`src/rtl/cache_pkg.sv`:
```
// -----------------------------------------------------------------------------
// cache_pkg
// Shared definitions for the 1-way data cache and its miss/refill controller.
//   miss_state_t : controller FSM encoding (IDLE, REQ, WAIT, DONE)
//   CACHE_AW, CACHE_SET_BITS : default address width and index width
//   OFFSET_BITS, SET_LSB     : byte-offset width / lowest index bit
//   TAG_BITS                 : tag width for the default geometry
//   tag_lsb()                : lowest tag bit for a given index width
// -----------------------------------------------------------------------------
package cache_pkg;

  typedef enum logic [1:0] {
    IDLE = 2'd0,
    REQ  = 2'd1,
    WAIT = 2'd2,
    DONE = 2'd3
  } miss_state_t;

  localparam int CACHE_AW       = 32;
  localparam int CACHE_SET_BITS = 3;
  localparam int OFFSET_BITS    = 2;
  localparam int SET_LSB        = OFFSET_BITS;
  localparam int TAG_BITS       = CACHE_AW - CACHE_SET_BITS - OFFSET_BITS;

  function automatic int tag_lsb(input int set_bits);
    return SET_LSB + set_bits;
  endfunction

endpackage

```
`src/rtl/cache_stat_ctr.sv`:
```
// -----------------------------------------------------------------------------
// cache_stat_ctr
// Saturating event counter; holds at all-ones instead of wrapping.
// Ports:
//   clk   : clock, rising edge
//   rst_n : async active-low reset, clears the count
//   inc   : count one event this cycle
//   count : current count
// -----------------------------------------------------------------------------
module cache_stat_ctr #(
  parameter int W = 32
) (
  input  logic         clk,
  input  logic         rst_n,
  input  logic         inc,
  output logic [W-1:0] count
);

  function automatic logic [W-1:0] sat_inc(input logic [W-1:0] v);
    if (&v) return v;
    return v + 1'b1;
  endfunction

  always_ff @(posedge clk or negedge rst_n) begin
    if (!rst_n)   count <= '0;
    else if (inc) count <= sat_inc(count);
  end

endmodule

```
`src/rtl/cache_miss_ctrl.sv`:
```
// -----------------------------------------------------------------------------
// cache_miss_ctrl
// Miss/refill controller between a 1-way, 1-word-line data cache and data
// memory. Load hits return cache data with no stall; load misses stall, fetch
// the word over a valid/ready request + response and refill the cache. Stores
// are write-through / no-write-allocate and update the cache only on a hit.
//
// Optional feature: define CACHE_MISS_STATS_EN to add saturating 32-bit
// stat_hits / stat_misses counters (IDLE load hits / load misses).
//
// Ports:
//   clk, rst_n                    : clock (rising), async active-low reset
//   cpu_req_valid/we/addr/wdata   : CPU load/store request
//   cache_hit, cache_rdata        : cache lookup result for cpu_addr
//   cpu_stall                     : pipeline freeze (combinational)
//   cpu_rdata, cpu_rdata_valid    : load result
//   mem_req_valid/ready/we/addr/wdata : memory request handshake
//   mem_rsp_valid, mem_rsp_data   : memory read response (1-cycle pulse)
//   fill_en/set/tag/data          : cache line write
//   stat_hits, stat_misses        : (CACHE_MISS_STATS_EN only) counters
// -----------------------------------------------------------------------------
module cache_miss_ctrl
  import cache_pkg::*;
#(
  parameter  int ADDRESS_WIDTH = CACHE_AW,
  parameter  int DATA_WIDTH    = 32,
  parameter  int SET_BITS      = CACHE_SET_BITS,
  localparam int TAG_W         = ADDRESS_WIDTH - SET_BITS - OFFSET_BITS
) (
  input  logic                     clk,
  input  logic                     rst_n,
  input  logic                     cpu_req_valid,
  input  logic                     cpu_req_we,
  input  logic [ADDRESS_WIDTH-1:0] cpu_addr,
  input  logic [DATA_WIDTH-1:0]    cpu_wdata,
  input  logic                     cache_hit,
  input  logic [DATA_WIDTH-1:0]    cache_rdata,
  output logic                     cpu_stall,
  output logic [DATA_WIDTH-1:0]    cpu_rdata,
  output logic                     cpu_rdata_valid,
  output logic                     mem_req_valid,
  input  logic                     mem_req_ready,
  output logic                     mem_req_we,
  output logic [ADDRESS_WIDTH-1:0] mem_req_addr,
  output logic [DATA_WIDTH-1:0]    mem_req_wdata,
  input  logic                     mem_rsp_valid,
  input  logic [DATA_WIDTH-1:0]    mem_rsp_data,
  output logic                     fill_en,
  output logic [SET_BITS-1:0]      fill_set,
  output logic [TAG_W-1:0]         fill_tag,
  output logic [DATA_WIDTH-1:0]    fill_data
`ifdef CACHE_MISS_STATS_EN
  ,
  output logic [31:0]              stat_hits,
  output logic [31:0]              stat_misses
`endif
);

  localparam logic [ADDRESS_WIDTH-1:0] WORD_MASK = {{(ADDRESS_WIDTH-OFFSET_BITS){1'b1}},
                                                    {OFFSET_BITS{1'b0}}};

  miss_state_t state, state_nxt;

  logic [ADDRESS_WIDTH-1:0] addr_q;
  logic [DATA_WIDTH-1:0]    wdata_q;
  logic                     we_q;
  logic                     hit_q;
  logic [DATA_WIDTH-1:0]    rsp_q;

  // A request needs the memory side when it is a store (write-through) or a load miss.
  logic start_txn;
  assign start_txn = (state == IDLE) && cpu_req_valid && (cpu_req_we || !cache_hit);

  // ---- state and transaction registers ----
  always_ff @(posedge clk or negedge rst_n) begin
    if (!rst_n) begin
      state   <= IDLE;
      addr_q  <= '0;
      wdata_q <= '0;
      we_q    <= 1'b0;
      hit_q   <= 1'b0;
      rsp_q   <= '0;
    end else begin
      state <= state_nxt;
      if (start_txn) begin
        addr_q  <= cpu_addr;
        wdata_q <= cpu_wdata;
        we_q    <= cpu_req_we;
        hit_q   <= cache_hit;
      end
      if ((state == WAIT) && mem_rsp_valid) rsp_q <= mem_rsp_data;
    end
  end

  // Request and fill address fields come straight from the latched request, so
  // they stay stable for the whole handshake.
  assign mem_req_we    = we_q;
  assign mem_req_addr  = addr_q & WORD_MASK;
  assign mem_req_wdata = wdata_q;
  assign fill_set      = addr_q[SET_LSB +: SET_BITS];
  assign fill_tag      = addr_q[tag_lsb(SET_BITS) +: TAG_W];

  // ---- next state and outputs ----
  always_comb begin
    state_nxt       = state;
    cpu_stall       = 1'b0;
    cpu_rdata       = '0;
    cpu_rdata_valid = 1'b0;
    mem_req_valid   = 1'b0;
    fill_en         = 1'b0;
    fill_data       = '0;
    case (state)
      IDLE: begin
        if (cpu_req_valid) begin
          if (!cpu_req_we && cache_hit) begin
            cpu_rdata       = cache_rdata;
            cpu_rdata_valid = 1'b1;
          end else begin
            cpu_stall = 1'b1;
            state_nxt = REQ;
          end
        end
      end
      REQ: begin
        cpu_stall     = 1'b1;
        mem_req_valid = 1'b1;
        if (mem_req_ready) state_nxt = we_q ? DONE : WAIT;
      end
      WAIT: begin
        cpu_stall = 1'b1;
        if (mem_rsp_valid) state_nxt = DONE;
      end
      DONE: begin
        // The request visible now is the one completing; it is not restarted.
        state_nxt = IDLE;
        if (!we_q) begin
          cpu_rdata       = rsp_q;
          cpu_rdata_valid = 1'b1;
          fill_en         = 1'b1;
          fill_data       = rsp_q;
        end else if (hit_q) begin
          fill_en   = 1'b1;
          fill_data = wdata_q;
        end
      end
      default: state_nxt = IDLE;
    endcase
  end

`ifdef CACHE_MISS_STATS_EN
  logic hit_evt, miss_evt;
  assign hit_evt  = (state == IDLE) && cpu_req_valid && !cpu_req_we &&  cache_hit;
  assign miss_evt = (state == IDLE) && cpu_req_valid && !cpu_req_we && !cache_hit;

  cache_stat_ctr #(.W(32)) u_hits (
    .clk   (clk),
    .rst_n (rst_n),
    .inc   (hit_evt),
    .count (stat_hits)
  );

  cache_stat_ctr #(.W(32)) u_misses (
    .clk   (clk),
    .rst_n (rst_n),
    .inc   (miss_evt),
    .count (stat_misses)
  );
`endif

endmodule

```
`config.mk`:
```
export PLATFORM = sky130hd
export DESIGN_NAME = cache_miss_ctrl
export DESIGN_NICKNAME = d
export VERILOG_FILES = /design/src/rtl/cache_pkg.sv /design/src/rtl/cache_stat_ctr.sv /design/src/rtl/cache_miss_ctrl.sv
export SDC_FILE = /design/constraint.sdc
export NUM_CORES = 1
export LEC_CHECK = 0
export CAP_MARGIN = 5
export CORE_MARGIN = 3
export CORE_UTILIZATION = 38
export DETAILED_ROUTE_END_ITERATION = 16
export PLACE_DENSITY_LB_ADDON = 0.08
export SKIP_CTS_REPAIR_TIMING = 1
export SLEW_MARGIN = 15
export SYNTH_ARGS = -nofsm -noshare
export SYNTH_HDL_FRONTEND = slang
export SYNTH_SLANG_ARGS = --single-unit
```
`constraint.sdc`:
```
create_clock -name clk -period 1.8 [get_ports clk]
set_input_delay 0.36 -clock clk [delete_from_list [all_inputs] [get_ports clk]]
set_output_delay 0.36 -clock clk [all_outputs]
set_load 0.01 [all_outputs]
```
* Word level (Yosys, flattened, before mapping)
Index checks and enable logic that the tools add are counted.
Operators by class: muxes and demuxes 24, equality and inequality tests 7, reductions and logical operators 10
Operators by type and width (number):
- 2-to-1 mux 32 bit | 6
- one-hot mux 32 bit (2 select lines) | 1
- 2-to-1 mux 1 bit | 10
- 2-to-1 mux 2 bit | 4
- inequality test 2 bit, second input constant | 4
- one-hot mux 2 bit (4 select lines) | 1
- equality test 2 bit, second input constant | 2
- logical AND 1 bit | 4
- one-hot mux 1 bit (2 select lines) | 2
- AND reduction 4 bit | 1
- equality test 2 x 1 -> 1 bit, second input constant | 1
- logical NOT 1 bit | 2
- logical NOT 2 bit | 1
- OR reduction 2 bit | 1
- logical OR 1 bit | 1
Storage, ports and cells: register bits after elaboration 100, output and inout port bits 163, bits of input ports 135

* Longest topological paths before layout
Gate-level depths: netlist (run 1).
depth in word-level cells 5, mapped depth 7, gate-level depth less buffers 5

* Least setup slack after synthesis (run 1)
No wires, ideal clock.
kind reg2out, start register state[0], end output port cpu_rdata[14], setup slack -25 ps, data arrival time 1465 ps, cell stages (with the launch flop) 8, required time 1440 ps, cell sequence dfrtp_1 > inv_1 > ha_1 > and4b_1 > buf_2 > buf_2 > a22oi_1 > nor2_1
Between the ends: longest elaborated chain between the ends 2, elaborated cells between the ends (all ways) 3, those cells by class 1 x eq/ne; 1 x mux; 1 x reduce/logical
Ends and longest elaborated chain:
- from (decl) | RTL line cache_miss_ctrl.sv:62 | miss_state_t state, state_nxt;
- from (signal assigned) | RTL line cache_miss_ctrl.sv:84 | state <= state_nxt;
- equality test 2 bit or logical NOT 2 bit (tied branches) | RTL line cache_miss_ctrl.sv:112 | case (state)
- one-hot mux 32 bit (2 select lines) (*) | RTL line cache_miss_ctrl.sv:112
- to (decl) | RTL line cache_miss_ctrl.sv:39 | output logic [DATA_WIDTH-1:0] cpu_rdata,
Mark *: on every way between the ends. The rest lies on a longest branch, timed or not.

* Worst setup path after layout (run 1)
start register state[1], end output port cpu_rdata[29]
Same word-level chain as after synthesis.

==> impl_table.tex, run 1 <==
\begin{tabular}{lr}
\hline
Metric & Value \\
\hline
\multicolumn{2}{l}{\textbf{STA}} \\
Period minus WS final & 2.26 ns \\
Worst hold slack & 0.512 ns \\
Post-route worst setup slack & -0.465 ns \\
Number of hold violations in the final report & 0 \\
Achievable clock frequency & 442 MHz \\
Final count of pins violating max slew & 0 \\
Final setup violation count & 66 \\
Final period util & 126\% \\
Setup Skew & 0.00462 ns \\
Setup TNS & -27.42 ns \\
RSZ-0062 raised after global routing & yes \\
\multicolumn{2}{l}{\textbf{Run}} \\
Count of maximum capacitance violations & 0 \\
\multicolumn{2}{l}{\textbf{Critical path}} \\
Kind of start point of the critical path & register \\
Crit-path max FO & 17 \\
Type of destination of the critical path & output port \\
Category of cells accounting for the largest share of critical-path delay & buffers and inverters \\
Buffer and inverter count on the worst path & 4 \\
Critical-path cell list & buf\_4 -> ha\_4 -> nor2b\_4 -> buf\_6 -> buf\_12 -> a22oi\_1 -> nor2\_1 -> dlymetal6s2s\_1 \\
Delay contributed by the slowest stage of the critical path & 0.41 ns \\
Arr. time, crit path & 1.90 ns \\
Kind of critical path & register to output port \\
Critical-path top delay cell & sky130\_fd\_sc\_hd\_\_dfrtp\_1 \\
Required time at the endpoint of the critical path & 1.44 ns \\
\multicolumn{2}{l}{\textbf{Global route}} \\
Wire length of the first global-routing pass & 24600 um \\
Combined global-route utilization of all metal layers & 21.5\% \\
Pin count of the biggest net entering global routing & 53 \\
Antenna violations before repair & 0 \\
Total gr overflow & 0 \\
Via count of the first global-routing pass & 4406 \\
\multicolumn{2}{l}{\textbf{Placement}} \\
GPL Wtd Cong & 0.783 \\
Total placed instance area & 0.00812 mm2 \\
Number of input and output port buffers inserted & 293 \\
Worst Setup Slack post-DPL & -0.685 ns \\
Post-detailed-placement half-perimeter wirelength & 12300 um \\
\multicolumn{2}{l}{\textbf{Floorplanning}} \\
Die width & 122 um \\
Die outline area & 0.0149 mm2 \\
Initial standard-cell utilization of the core & 39.8\% \\
Die height & 122 um \\
Core area & 0.0129 mm2 \\
Count of standard-cell rows & 41 \\
Top Ports & 298 \\
\multicolumn{2}{l}{\textbf{Cells and area}} \\
Fraction of layout instances using a drive strength above 1 & 35.0\% \\
Most common cell after layout, fill and taps aside & sky130\_fd\_sc\_hd\_\_clkdlybuf4s50\_1 \\
Filler cells & 1002 \\
Final-stage net count & 816 \\
Area Growth Syn to Fin & 68.7\% \\
Summed area of non-filler cells in the final layout & 0.00864 mm2 \\
Number of antenna cells inserted & 0 \\
Commonest cells after routing, fill and taps aside & sky130\_fd\_sc\_hd\_\_clkdlybuf4s50\_1, sky130\_fd\_sc\_hd\_\_dfrtp\_1, sky130\_fd\_sc\_hd\_\_mux2\_4 \\
Final cell utilization of the core & 67.1\% \\
\multicolumn{2}{l}{\textbf{Pwr}} \\
Switching power summed over all nets & 5160 uW \\
Switching fraction of total power & 35.1\% \\
Clock power share & 13.5\% \\
P\_int & 9530 uW \\
Ratio of total power to cell area & 1700 mW/mm2 \\
Share of total power in sequential cells & 30.1\% \\
Logic pwr share & 56.4\% \\
VDD IR-drop max & 0.822 mV \\
Lkg Pwr & 0.00381 uW \\
\multicolumn{2}{l}{\textbf{Synthesis}} \\
Count of synthesis-stage warnings from yosys & 0 \\
Syn Inst Count & 387 \\
Leading cell types by total area after synthesis & sky130\_fd\_sc\_hd\_\_dfrtp\_1, sky130\_fd\_sc\_hd\_\_mux2\_4, sky130\_fd\_sc\_hd\_\_a22o\_1, sky130\_fd\_sc\_hd\_\_mux2\_1, sky130\_fd\_sc\_hd\_\_a22oi\_1 \\
Synthesized area per cell & 13.2 um2 \\
Yosys cell types & 31 \\
Fraction of the yosys area taken by sequential cells & 47.9\% \\
Leading area contributor after synthesis & sky130\_fd\_sc\_hd\_\_dfrtp\_1 \\
Share of Yosys cell area claimed by the top area cell type & 47.9\% \\
Synthesized area & 0.00512 mm2 \\
Register bit total from synthesis & 98 \\
\multicolumn{2}{l}{\textbf{Routing}} \\
Number of vias after detailed routing & 4263 \\
Initial DRC count & 213 \\
Final wirelength & 17700 um \\
Routed wirelength normalized by instance count & 20.7 um \\
DR pass1 iterations & 6 \\
Via-to-Cell Ratio & 4.99 \\
Remaining number of nets flagged by the antenna check after routing & 0 \\
DRC errors left & 0 \\
\multicolumn{2}{l}{\textbf{Run status}} \\
Violations in the final reports & setup timing \\
Result of the run & finished with violations \\
\multicolumn{2}{l}{\textbf{CTS}} \\
Clock-pin slew on the worst setup and hold paths & 0.07 ns \\
Maximum clock insertion buffer count & 2 \\
Root Buffer Master & sky130\_fd\_sc\_hd\_\_clkbuf\_16 \\
Number of H-tree branching levels & 3 \\
Clock tree from TritonCTS & yes \\
Clock insertion delay at the later pin of the skew report & 0.34 ns \\
Cts bufs inserted & 9 \\
Sinks on the clock net & 98 \\
\multicolumn{2}{l}{\textbf{Hold path}} \\
Hold crit path type & input pin to async pin \\
\hline
\end{tabular}
[cell usage after synthesis, drive strengths merged]
| master | n |
|---|---|
| a22oi | 32 |
| clkbuf | 6 |
| inv | 4 |
| and4b | 1 |
| a21oi | 2 |
| nand2 | 3 |
| or3 | 1 |
| o211ai | 1 |
| o21ba | 1 |
| buf | 55 |
| a22o | 32 |
| a21boi | 1 |
| or3b | 1 |
| nor2b | 4 |
| conb | 1 |
| o21ai | 4 |
| mux2 | 94 |
| and3 | 1 |
| dfrtp | 98 |
| nand3 | 2 |
| a211o | 2 |
| o211a | 1 |
| nand2b | 1 |
| ha | 4 |
| nor2 | 35 |
[layout make-up]
cell class                 count  area [um2]  share of cell area, %
clock buffer                  11         253                   2.93
clock inverter                 5        52.6                  0.609
inverter                       4        15.0                  0.174
multi-input combinational    225        2360                   27.4
sequential                    98        2450                   28.4
tap                          172         215                   2.49
timing repair buffer         339        3280                   38.0
[metrics by stage]
| stage | std cells | power [uW] |
|---|---|---|
| detailed placement | 821 | 12400 |
| floorplan | 388 | 8370 |
| global route | 854 | 15500 |
| global placement | 821 | 12300 |
| CTS | 837 | 14400 |
| finish | 854 | 14700 |
[state kept, by name, indices dropped and copies added, names as in the netlist]
signal / cells
mem_req_wdata: 32
addr_q: 30
mem_req_we: 1
rsp_q: 32
state: 2
hit_q: 1
[cells by family (layout without fill, tap and decap cells)]
group                    Yosys count  after routing  share of synthesized area [%]
adder cells (fa/ha/maj)            4              4                          0.978
buffers and inverters             65            359                           9.73
AND/OR/NAND/NOR                   49             49                           4.55
AO/OA/AOI/OAI                     76             76                           11.8
other                              1              2                         0.0732
flip-flops                        98             98                           47.9
multiplexers                      94             94                           25.0
[power by group through the flow]
stage               Sequential, uW  Clock (uW)  Combinational [uW]
floorplan                     4460           0                3910
global placement              4340           0                7940
detailed placement            4370           0                8010
CTS                           4360        2020                8060
global route                  4580        2090                8790
finish                        4430        1980                8280
[path summary, 6_finish.rpt]
kind | start | endpoint | slack, ns | cells after the start
setup / recovery | state[1]$_DFFE_PN0P_ | cpu_rdata[29] | -0.46 | 8
hold / removal | rst_n | addr_q[5]$_DFFE_PN0P_ | 0.51 | 2
setup reg to reg | state[1]$_DFFE_PN0P_ | addr_q[24]$_DFFE_PN0P_ | 0.03 | 8
hold reg to reg | mem_req_wdata[28]$_DFFE_PN0P_ | mem_req_wdata[28]$_DFFE_PN0P_ | 0.52 | 1
max in group asynchronous | rst_n | mem_req_wdata[29]$_DFFE_PN0P_ | 0.63 | 3
min in group clk | mem_req_wdata[28]$_DFFE_PN0P_ | mem_req_wdata[28]$_DFFE_PN0P_ | 0.52 | 1
[routing by layer]
layer	wire, um	vias to the layer above	GRT usage [%]
met3	1540	19	6.69
met1	6960	2107	25.9
met2	8950	198	36.9
li1	-	1939	-
met4	260	0	6.72
met5	0	-	0
Power figures use the tool's default switching activity.
==> inputs of run 2 (changes only) <==
- CORE_UTILIZATION: 38 -> 39
- CTS_BUF_LIST: default -> sky130_fd_sc_hd__clkbuf_4 sky130_fd_sc_hd__clkbuf_8
==> impl_table.tex, run 2 (synthesis results as in run 1) <==
\begin{tabular}{lr}
\hline
Metric & Value \\
\hline
\multicolumn{2}{l}{\textbf{Run status}} \\
Result of the run & finished with violations \\
Violations in the final reports & hold timing, setup timing \\
\multicolumn{2}{l}{\textbf{Run}} \\
Count of maximum capacitance violations & 0 (unchanged) \\
\multicolumn{2}{l}{\textbf{Floorplanning}} \\
Initial standard-cell utilization of the core & 40.2\% (+0.48 points) \\
Top Ports & 298 (unchanged) \\
Count of standard-cell rows & 41 (unchanged) \\
Die outline area & 0.0145 mm2 (-2.4\%) \\
Die height & 121 um (-1.2\%) \\
Core area & 0.0127 mm2 (-1.2\%) \\
Die width & 121 um (-1.2\%) \\
\multicolumn{2}{l}{\textbf{STA}} \\
Worst hold slack & -0.00670 ns (-0.519 ns) \\
Final count of pins violating max slew & 0 (unchanged) \\
Achievable clock frequency & 434 MHz (-1.7\%) \\
Number of hold violations in the final report & 2 (+2) \\
Period minus WS final & 2.30 ns (+0.0383 ns) \\
Final setup violation count & 66 (unchanged) \\
Final period util & 128\% (+2.1 points) \\
Setup TNS & -25.29 ns (+2.13 ns) \\
Setup Skew & 0.00832 ns (+0.00370 ns) \\
RSZ-0062 raised after global routing & yes \\
Post-route worst setup slack & -0.503 ns (-0.0383 ns) \\
\multicolumn{2}{l}{\textbf{Routing}} \\
Routed wirelength normalized by instance count & 21.3 um (+2.8\%) \\
Initial DRC count & 282 (+32\%) \\
DRC errors left & 0 (unchanged) \\
DR pass1 iterations & 5 (-1) \\
Final wirelength & 18300 um (+3.5\%) \\
Remaining number of nets flagged by the antenna check after routing & 0 (unchanged) \\
Number of vias after detailed routing & 4426 (+3.8\%) \\
Via-to-Cell Ratio & 5.15 (+3.1\%) \\
\multicolumn{2}{l}{\textbf{Global route}} \\
Total gr overflow & 0 (unchanged) \\
Via count of the first global-routing pass & 4564 (+3.6\%) \\
Combined global-route utilization of all metal layers & 22.0\% (+0.47 points) \\
Wire length of the first global-routing pass & 24800 um (+1.2\%) \\
Pin count of the biggest net entering global routing & 65 (+23\%) \\
Antenna violations before repair & 0 (unchanged) \\
\multicolumn{2}{l}{\textbf{CTS}} \\
Clock tree from TritonCTS & yes \\
Cts bufs inserted & 9 (unchanged) \\
Number of H-tree branching levels & 3 (unchanged) \\
Maximum clock insertion buffer count & 2 (unchanged) \\
Root Buffer Master & sky130\_fd\_sc\_hd\_\_clkbuf\_8 \\
Clock insertion delay at the later pin of the skew report & 0.36 ns (+0.02 ns) \\
Clock-pin slew on the worst setup and hold paths & 0.09 ns (+0.02 ns) \\
Sinks on the clock net & 98 (unchanged) \\
\multicolumn{2}{l}{\textbf{Cells and area}} \\
Number of antenna cells inserted & 0 (unchanged) \\
Commonest cells after routing, fill and taps aside & sky130\_fd\_sc\_hd\_\_clkdlybuf4s50\_1, sky130\_fd\_sc\_hd\_\_dfrtp\_1, sky130\_fd\_sc\_hd\_\_mux2\_4 \\
Area Growth Syn to Fin & 67.4\% \\
Final-stage net count & 822 (+0.74\%) \\
Most common cell after layout, fill and taps aside & sky130\_fd\_sc\_hd\_\_clkdlybuf4s50\_1 \\
Filler cells & 1016 (+1.4\%) \\
Fraction of layout instances using a drive strength above 1 & 33.6\% (-1.5 points) \\
\multicolumn{2}{l}{\textbf{Pwr}} \\
VDD IR-drop max & 0.862 mV (+4.9\%) \\
Ratio of total power to cell area & 1670 mW/mm2 (-1.6\%) \\
Lkg Pwr & 0.00383 uW (+0.35\%) \\
\multicolumn{2}{l}{\textbf{Placement}} \\
GPL Wtd Cong & 0.846 (+8.0\%) \\
Number of input and output port buffers inserted & 293 (unchanged) \\
Post-detailed-placement half-perimeter wirelength & 12400 um (+0.84\%) \\
\multicolumn{2}{l}{\textbf{Critical path}} \\
Crit-path max FO & 6 (-11) \\
Type of destination of the critical path & output port \\
Arr. time, crit path & 1.94 ns (+0.04 ns) \\
Kind of start point of the critical path & register \\
Kind of critical path & register to output port \\
Required time at the endpoint of the critical path & 1.44 ns (about the same) \\
\multicolumn{2}{l}{\textbf{Hold path}} \\
Hold crit path type & input pin to async pin \\
\hline
\end{tabular}
run 2: changes by cell type in the layout (fill, tap and decap cells not counted), moves of 2 or more:
cell,before,now
sky130_fd_sc_hd__a22oi_2,28,11
sky130_fd_sc_hd__buf_12,11,9
sky130_fd_sc_hd__clkbuf_16,15,9
sky130_fd_sc_hd__buf_4,26,20
sky130_fd_sc_hd__buf_2,28,31
sky130_fd_sc_hd__clkbuf_4,0,2
sky130_fd_sc_hd__buf_6,6,14
sky130_fd_sc_hd__clkbuf_8,2,10
sky130_fd_sc_hd__a22oi_1,4,21
sky130_fd_sc_hd__clkinv_2,3,1
run 2: power breakdown:
group          switching, uW  internal (uW)
clock                    754            713
combinational           3280           5150
sequential              1110           3340
run 2: worst max-delay path, stage by stage (launching register included):
cell and delay (ns):
sky130_fd_sc_hd__dfrtp_1 0.45, sky130_fd_sc_hd__ha_4 0.19, sky130_fd_sc_hd__nor2b_4 0.15, sky130_fd_sc_hd__buf_6 0.14, sky130_fd_sc_hd__buf_6 0.12, sky130_fd_sc_hd__clkbuf_16 0.15
sky130_fd_sc_hd__a22oi_1 0.18, sky130_fd_sc_hd__nor2_1 0.07, sky130_fd_sc_hd__buf_2 0.14
run 2: final timing paths:
| check | startpoint | endpoint | slack (ns) | cells past startpoint |
|---|---|---|---|---|
| max in group asynchronous | rst_n | rsp_q[1]$_DFFE_PN0P_ | 1.43 | 2 |
| min | rst_n | addr_q[8]$_DFFE_PN0P_ | -0.007 | 2 |
| min in group clk | mem_req_wdata[30]$_DFFE_PN0P_ | mem_req_wdata[30]$_DFFE_PN0P_ | 0.52 | 1 |
| max | state[0]$_DFFE_PN0P_ | cpu_rdata[25] | -0.50 | 8 |
| max reg2reg | state[1]$_DFFE_PN0P_ | mem_req_wdata[27]$_DFFE_PN0P_ | 0.02 | 8 |
| min reg2reg | mem_req_wdata[30]$_DFFE_PN0P_ | mem_req_wdata[30]$_DFFE_PN0P_ | 0.52 | 1 |
run 2: per-layer routing:
layer | routed length (um) | GRT usage [%] | vias up
li1 | - | - | 1954
met1 | 7360 | 25.6 | 2195
met2 | 8810 | 37.3 | 242
met3 | 1600 | 6.41 | 35
met4 | 558 | 10.5 | 0
met5 | 0 | 0 | -
run 2: metrics by stage:
stage	total power, uW	utilization, %	instances	setup slack, ns	area (um2)
4_1_cts	14000	65.5	837	-0.877	8330
2_1_floorplan	8370	-	388	0.00467	5130
6_report	14300	67.4	860	-0.503	8570
5_1_grt	15100	67.4	860	-0.611	8570
3_5_place_dp	12400	63.9	821	-0.635	8130
3_3_place_gp	12200	63.9	821	-0.610	8130
run 2: layout make-up:
class | count | area, um2 | share of cell area, %
clock buffer | 12 | 153 | 1.78
clock inverter | 4 | 51.3 | 0.598
multi-input combinational | 225 | 2290 | 26.8
tap | 172 | 215 | 2.51
sequential | 98 | 2450 | 28.6
timing repair buffer | 345 | 3390 | 39.6
inverter | 4 | 15.0 | 0.175
==> inputs of run 3 (changes only) <==
- ABC_AREA: default -> 1
- HOLD_SLACK_MARGIN: default -> 0.08
==> impl_table.tex, run 3 <==
\begin{tabular}{lr}
\hline
Metric & Value \\
\hline
\multicolumn{2}{l}{\textbf{Run status}} \\
Result of the run & finished with violations \\
Violations in the final reports & setup timing \\
\multicolumn{2}{l}{\textbf{Floorplanning}} \\
Die width & 119 um (-1.4\%) \\
Count of standard-cell rows & 40 (-2.4\%) \\
Core area & 0.0122 mm2 (-4.0\%) \\
Initial standard-cell utilization of the core & 40.7\% (+0.42 points) \\
Die outline area & 0.0141 mm2 (-2.9\%) \\
Top Ports & 298 (unchanged) \\
Die height & 119 um (-1.4\%) \\
\multicolumn{2}{l}{\textbf{STA}} \\
Final count of pins violating max slew & 0 (unchanged) \\
Transition time at the pin with the least slew margin & 0.549 ns \\
Post-route worst setup slack & -0.603 ns (-0.0997 ns) \\
Achievable clock frequency & 416 MHz (-4.1\%) \\
Period minus WS final & 2.40 ns (+0.0997 ns) \\
Worst hold slack & 0.512 ns (+0.519 ns) \\
Final period util & 133\% (+5.5 points) \\
Number of hold violations in the final report & 0 (-2) \\
RSZ-0062 raised after global routing & yes \\
Final setup violation count & 67 (+1.5\%) \\
Max\_slew headroom & 63.4\% \\
Setup Skew & 0.00864 ns (+0.000314 ns) \\
\multicolumn{2}{l}{\textbf{Hold path}} \\
Hold crit path type & register to register \\
Min-Delay Startpoint & rsp\_q[24]\$\_DFFE\_PN0P\_ \\
\multicolumn{2}{l}{\textbf{Global route}} \\
Antenna violations before repair & 0 (unchanged) \\
Via count of the first global-routing pass & 4826 (+5.7\%) \\
Combined global-route utilization of all metal layers & 23.0\% (+0.98 points) \\
Pin count of the biggest net entering global routing & 99 (+52\%) \\
Wire length of the first global-routing pass & 25700 um (+3.6\%) \\
Total gr overflow & 0 (unchanged) \\
\multicolumn{2}{l}{\textbf{Synthesis}} \\
Share of Yosys cell area claimed by the top area cell type & 49.4\% (+1.5 points) \\
Commonest cells in the netlist & sky130\_fd\_sc\_hd\_\_nand2\_1, sky130\_fd\_sc\_hd\_\_dfrtp\_1, sky130\_fd\_sc\_hd\_\_buf\_4 \\
Async S/R FF share, synth & 100\% (unchanged) \\
Most frequent cell after synthesis & sky130\_fd\_sc\_hd\_\_nand2\_1 \\
Synthesized area & 0.00497 mm2 (-3.0\%) \\
Register bit total from synthesis & 98 (unchanged) \\
Count of synthesis-stage warnings from yosys & 0 (unchanged) \\
EDFF count, synth & 0 (unchanged) \\
Most used DFF post-synth & sky130\_fd\_sc\_hd\_\_dfrtp\_1 \\
Fraction of the yosys area taken by sequential cells & 49.4\% (+1.5 points) \\
Syn Inst Count & 587 (+52\%) \\
Yosys cell types & 19 (-39\%) \\
Synthesized area per cell & 8.46 um2 (-36\%) \\
Leading cell types by total area after synthesis & sky130\_fd\_sc\_hd\_\_dfrtp\_1, sky130\_fd\_sc\_hd\_\_nand2\_1, sky130\_fd\_sc\_hd\_\_mux2\_2, sky130\_fd\_sc\_hd\_\_buf\_4, sky130\_fd\_sc\_hd\_\_o21ai\_0 \\
Leading area contributor after synthesis & sky130\_fd\_sc\_hd\_\_dfrtp\_1 \\
\multicolumn{2}{l}{\textbf{Routing}} \\
DRC errors left & 0 (unchanged) \\
Initial DRC count & 222 (-21\%) \\
DR pass1 iterations & 4 (-1) \\
Routed wirelength normalized by instance count & 17.4 um (-18\%) \\
Final wirelength & 18300 um (-0.44\%) \\
Remaining number of nets flagged by the antenna check after routing & 0 (unchanged) \\
Via-to-Cell Ratio & 4.78 (-7.2\%) \\
Number of vias after detailed routing & 5009 (+13\%) \\
\multicolumn{2}{l}{\textbf{CTS}} \\
Sinks on the clock net & 98 (unchanged) \\
Root Buffer Master & sky130\_fd\_sc\_hd\_\_clkbuf\_8 \\
Number of H-tree branching levels & 3 (unchanged) \\
Maximum clock insertion buffer count & 2 (unchanged) \\
Cts bufs inserted & 9 (unchanged) \\
Clock insertion delay at the later pin of the skew report & 0.36 ns (about the same) \\
Clock-pin slew on the worst setup and hold paths & 0.09 ns (about the same) \\
Clock tree from TritonCTS & yes \\
\multicolumn{2}{l}{\textbf{Critical path}} \\
Type of destination of the critical path & output port \\
Kind of start point of the critical path & register \\
Crit-path max FO & 4 (-2) \\
Origin of the worst setup path & state[1]\$\_DFFE\_PN0P\_ \\
Required time at the endpoint of the critical path & 1.44 ns (about the same) \\
Kind of critical path & register to output port \\
RR Startpoint & state[0]\$\_DFFE\_PN0P\_ \\
Arr. time, crit path & 2.04 ns (+0.10 ns) \\
\multicolumn{2}{l}{\textbf{Cells and area}} \\
Area of the multi-input gates & 0.00225 mm2 (-1.8\%) \\
Number of antenna cells inserted & 0 (unchanged) \\
Area occupied by registers & 0.00245 mm2 (unchanged) \\
Area Growth Syn to Fin & 69.9\% \\
Most common cell after layout, fill and taps aside & sky130\_fd\_sc\_hd\_\_nand2\_1 \\
Final-stage net count & 1016 (+24\%) \\
Filler cells & 1036 (+2.0\%) \\
Fraction of layout instances using a drive strength above 1 & 26.9\% (-6.7 points) \\
Commonest cells after routing, fill and taps aside & sky130\_fd\_sc\_hd\_\_nand2\_1, sky130\_fd\_sc\_hd\_\_clkdlybuf4s50\_1, sky130\_fd\_sc\_hd\_\_dfrtp\_1 \\
Final cell utilization of the core & 69.1\% (+1.7 points) \\
\multicolumn{2}{l}{\textbf{Pwr}} \\
Ratio of total power to cell area & 1570 mW/mm2 (-6.4\%) \\
Switching fraction of total power & 39.4\% (+3.6 points) \\
Clock power share & 11.5\% (+1.3 points) \\
P\_int & 8000 uW (-13\%) \\
Share of total power in sequential cells & 31.3\% (+0.3 points) \\
Logic pwr share & 57.1\% (-1.6 points) \\
Lkg Pwr & 0.00402 uW (+5.1\%) \\
VDD IR-drop max & 0.933 mV (+8.2\%) \\
Switching power summed over all nets & 5210 uW (+1.3\%) \\
\multicolumn{2}{l}{\textbf{Placement}} \\
Post-detailed-placement half-perimeter wirelength & 12300 um (-0.96\%) \\
Number of input and output port buffers inserted & 293 (unchanged) \\
GPL Wtd Cong & 0.810 (-4.3\%) \\
\multicolumn{2}{l}{\textbf{Run}} \\
Count of maximum capacitance violations & 0 (unchanged) \\
\hline
\end{tabular}
-- run 3: cell types whose count changed in the layout (fill, tap and decap cells not counted), sizes merged, moves of 30 or more --
cell,delta
nand2,+298
a22oi,-32
a22o,-32
a21oi,+30
mux2,-62
o21ai,+30
clkbuf,-34
buf,+31
-- run 3: area by class of cell --
| type | count | area share, % |
|---|---|---|
| Timing Repair Buffer | 343 | 38.9 |
| Sequential cell | 98 | 29.1 |
| Multi-Input combinational cell | 416 | 26.7 |
| Tap cell | 168 | 2.49 |
| Clock buffer | 9 | 1.47 |
| Clock inverter | 6 | 0.979 |
| Inverter | 9 | 0.400 |
-- run 3: through the flow --
step / total power [uW] / cells / area, um2 / setup TNS, ns / setup WS (ns)
floorplan: 7440 / 588 / 4970 / 0 / 0.0705
global placement: 11000 / 1006 / 7900 / -36.78 / -0.606
detailed placement: 11100 / 1006 / 7900 / -42.57 / -0.659
CTS: 12700 / 1021 / 8110 / -55.76 / -0.872
global route: 14100 / 1049 / 8440 / -37.24 / -0.698
finish: 13200 / 1049 / 8440 / -29.68 / -0.603
-- run 3: final timing paths --
| check | end | slack (ns) | cells after the start |
|---|---|---|---|
| worst max-delay path | cpu_rdata[2] | -0.60 | 11 |
| worst min-delay path | rsp_q[24]$_DFFE_PN0P_ | 0.51 | 1 |
| worst max register to register | rsp_q[7]$_DFFE_PN0P_ | 0.05 | 7 |
| worst min register to register | rsp_q[24]$_DFFE_PN0P_ | 0.51 | 1 |
| max in group asynchronous | addr_q[3]$_DFFE_PN0P_ | 0.79 | 3 |
| min in group asynchronous | mem_req_wdata[16]$_DFFE_PN0P_ | 0.57 | 3 |
-- run 3: kinds of logic (layout without fill, tap and decap cells) --
logic type	count (synthesis)	in the layout	synth area share (%)
other	1	2	0.0755
multiplexers	32	32	7.26
buffers and inverters	74	367	10.4
adder cells (fa/ha/maj)	4	4	1.01
flip-flops	98	98	49.4
AND/OR/NAND/NOR	312	312	24.2
AO/OA/AOI/OAI	66	66	7.71
-- run 3: critical path, cell delays in order (launching register included) --
cell	delay (ns)
sky130_fd_sc_hd__dfrtp_1	0.44
sky130_fd_sc_hd__inv_2	0.10
sky130_fd_sc_hd__ha_4	0.15
sky130_fd_sc_hd__nand2_4	0.05
sky130_fd_sc_hd__nor2_4	0.19
sky130_fd_sc_hd__buf_6	0.13
sky130_fd_sc_hd__clkbuf_16	0.12
sky130_fd_sc_hd__buf_6	0.09
sky130_fd_sc_hd__buf_6	0.10
sky130_fd_sc_hd__nand2_2	0.04
sky130_fd_sc_hd__a21oi_1	0.13
sky130_fd_sc_hd__buf_2	0.15
-- run 3: power by group through the flow --
stage                     sequential [uW]  clock, uW  combinational [uW]
after global placement               3980          0                6980
after floorplan                      4200          0                3250
after CTS                            4000       1570                7130
after global routing                 4300       1650                8090
after detailed placement             4030          0                7110
final                                4140       1520                7550
-- run 3: layer usage --
metal / routed length, um / vias to the layer above / GRT usage (%) / part of all wire (%)
met4: 276 / 0 / 7.24 / 1.5
met2: 9490 / 200 / 40.5 / 52
met5: 0 / - / 0 / 0
li1: - / 2389 / - / -
met1: 6990 / 2404 / 26.3 / 38
met3: 1500 / 16 / 7.83 / 8.2
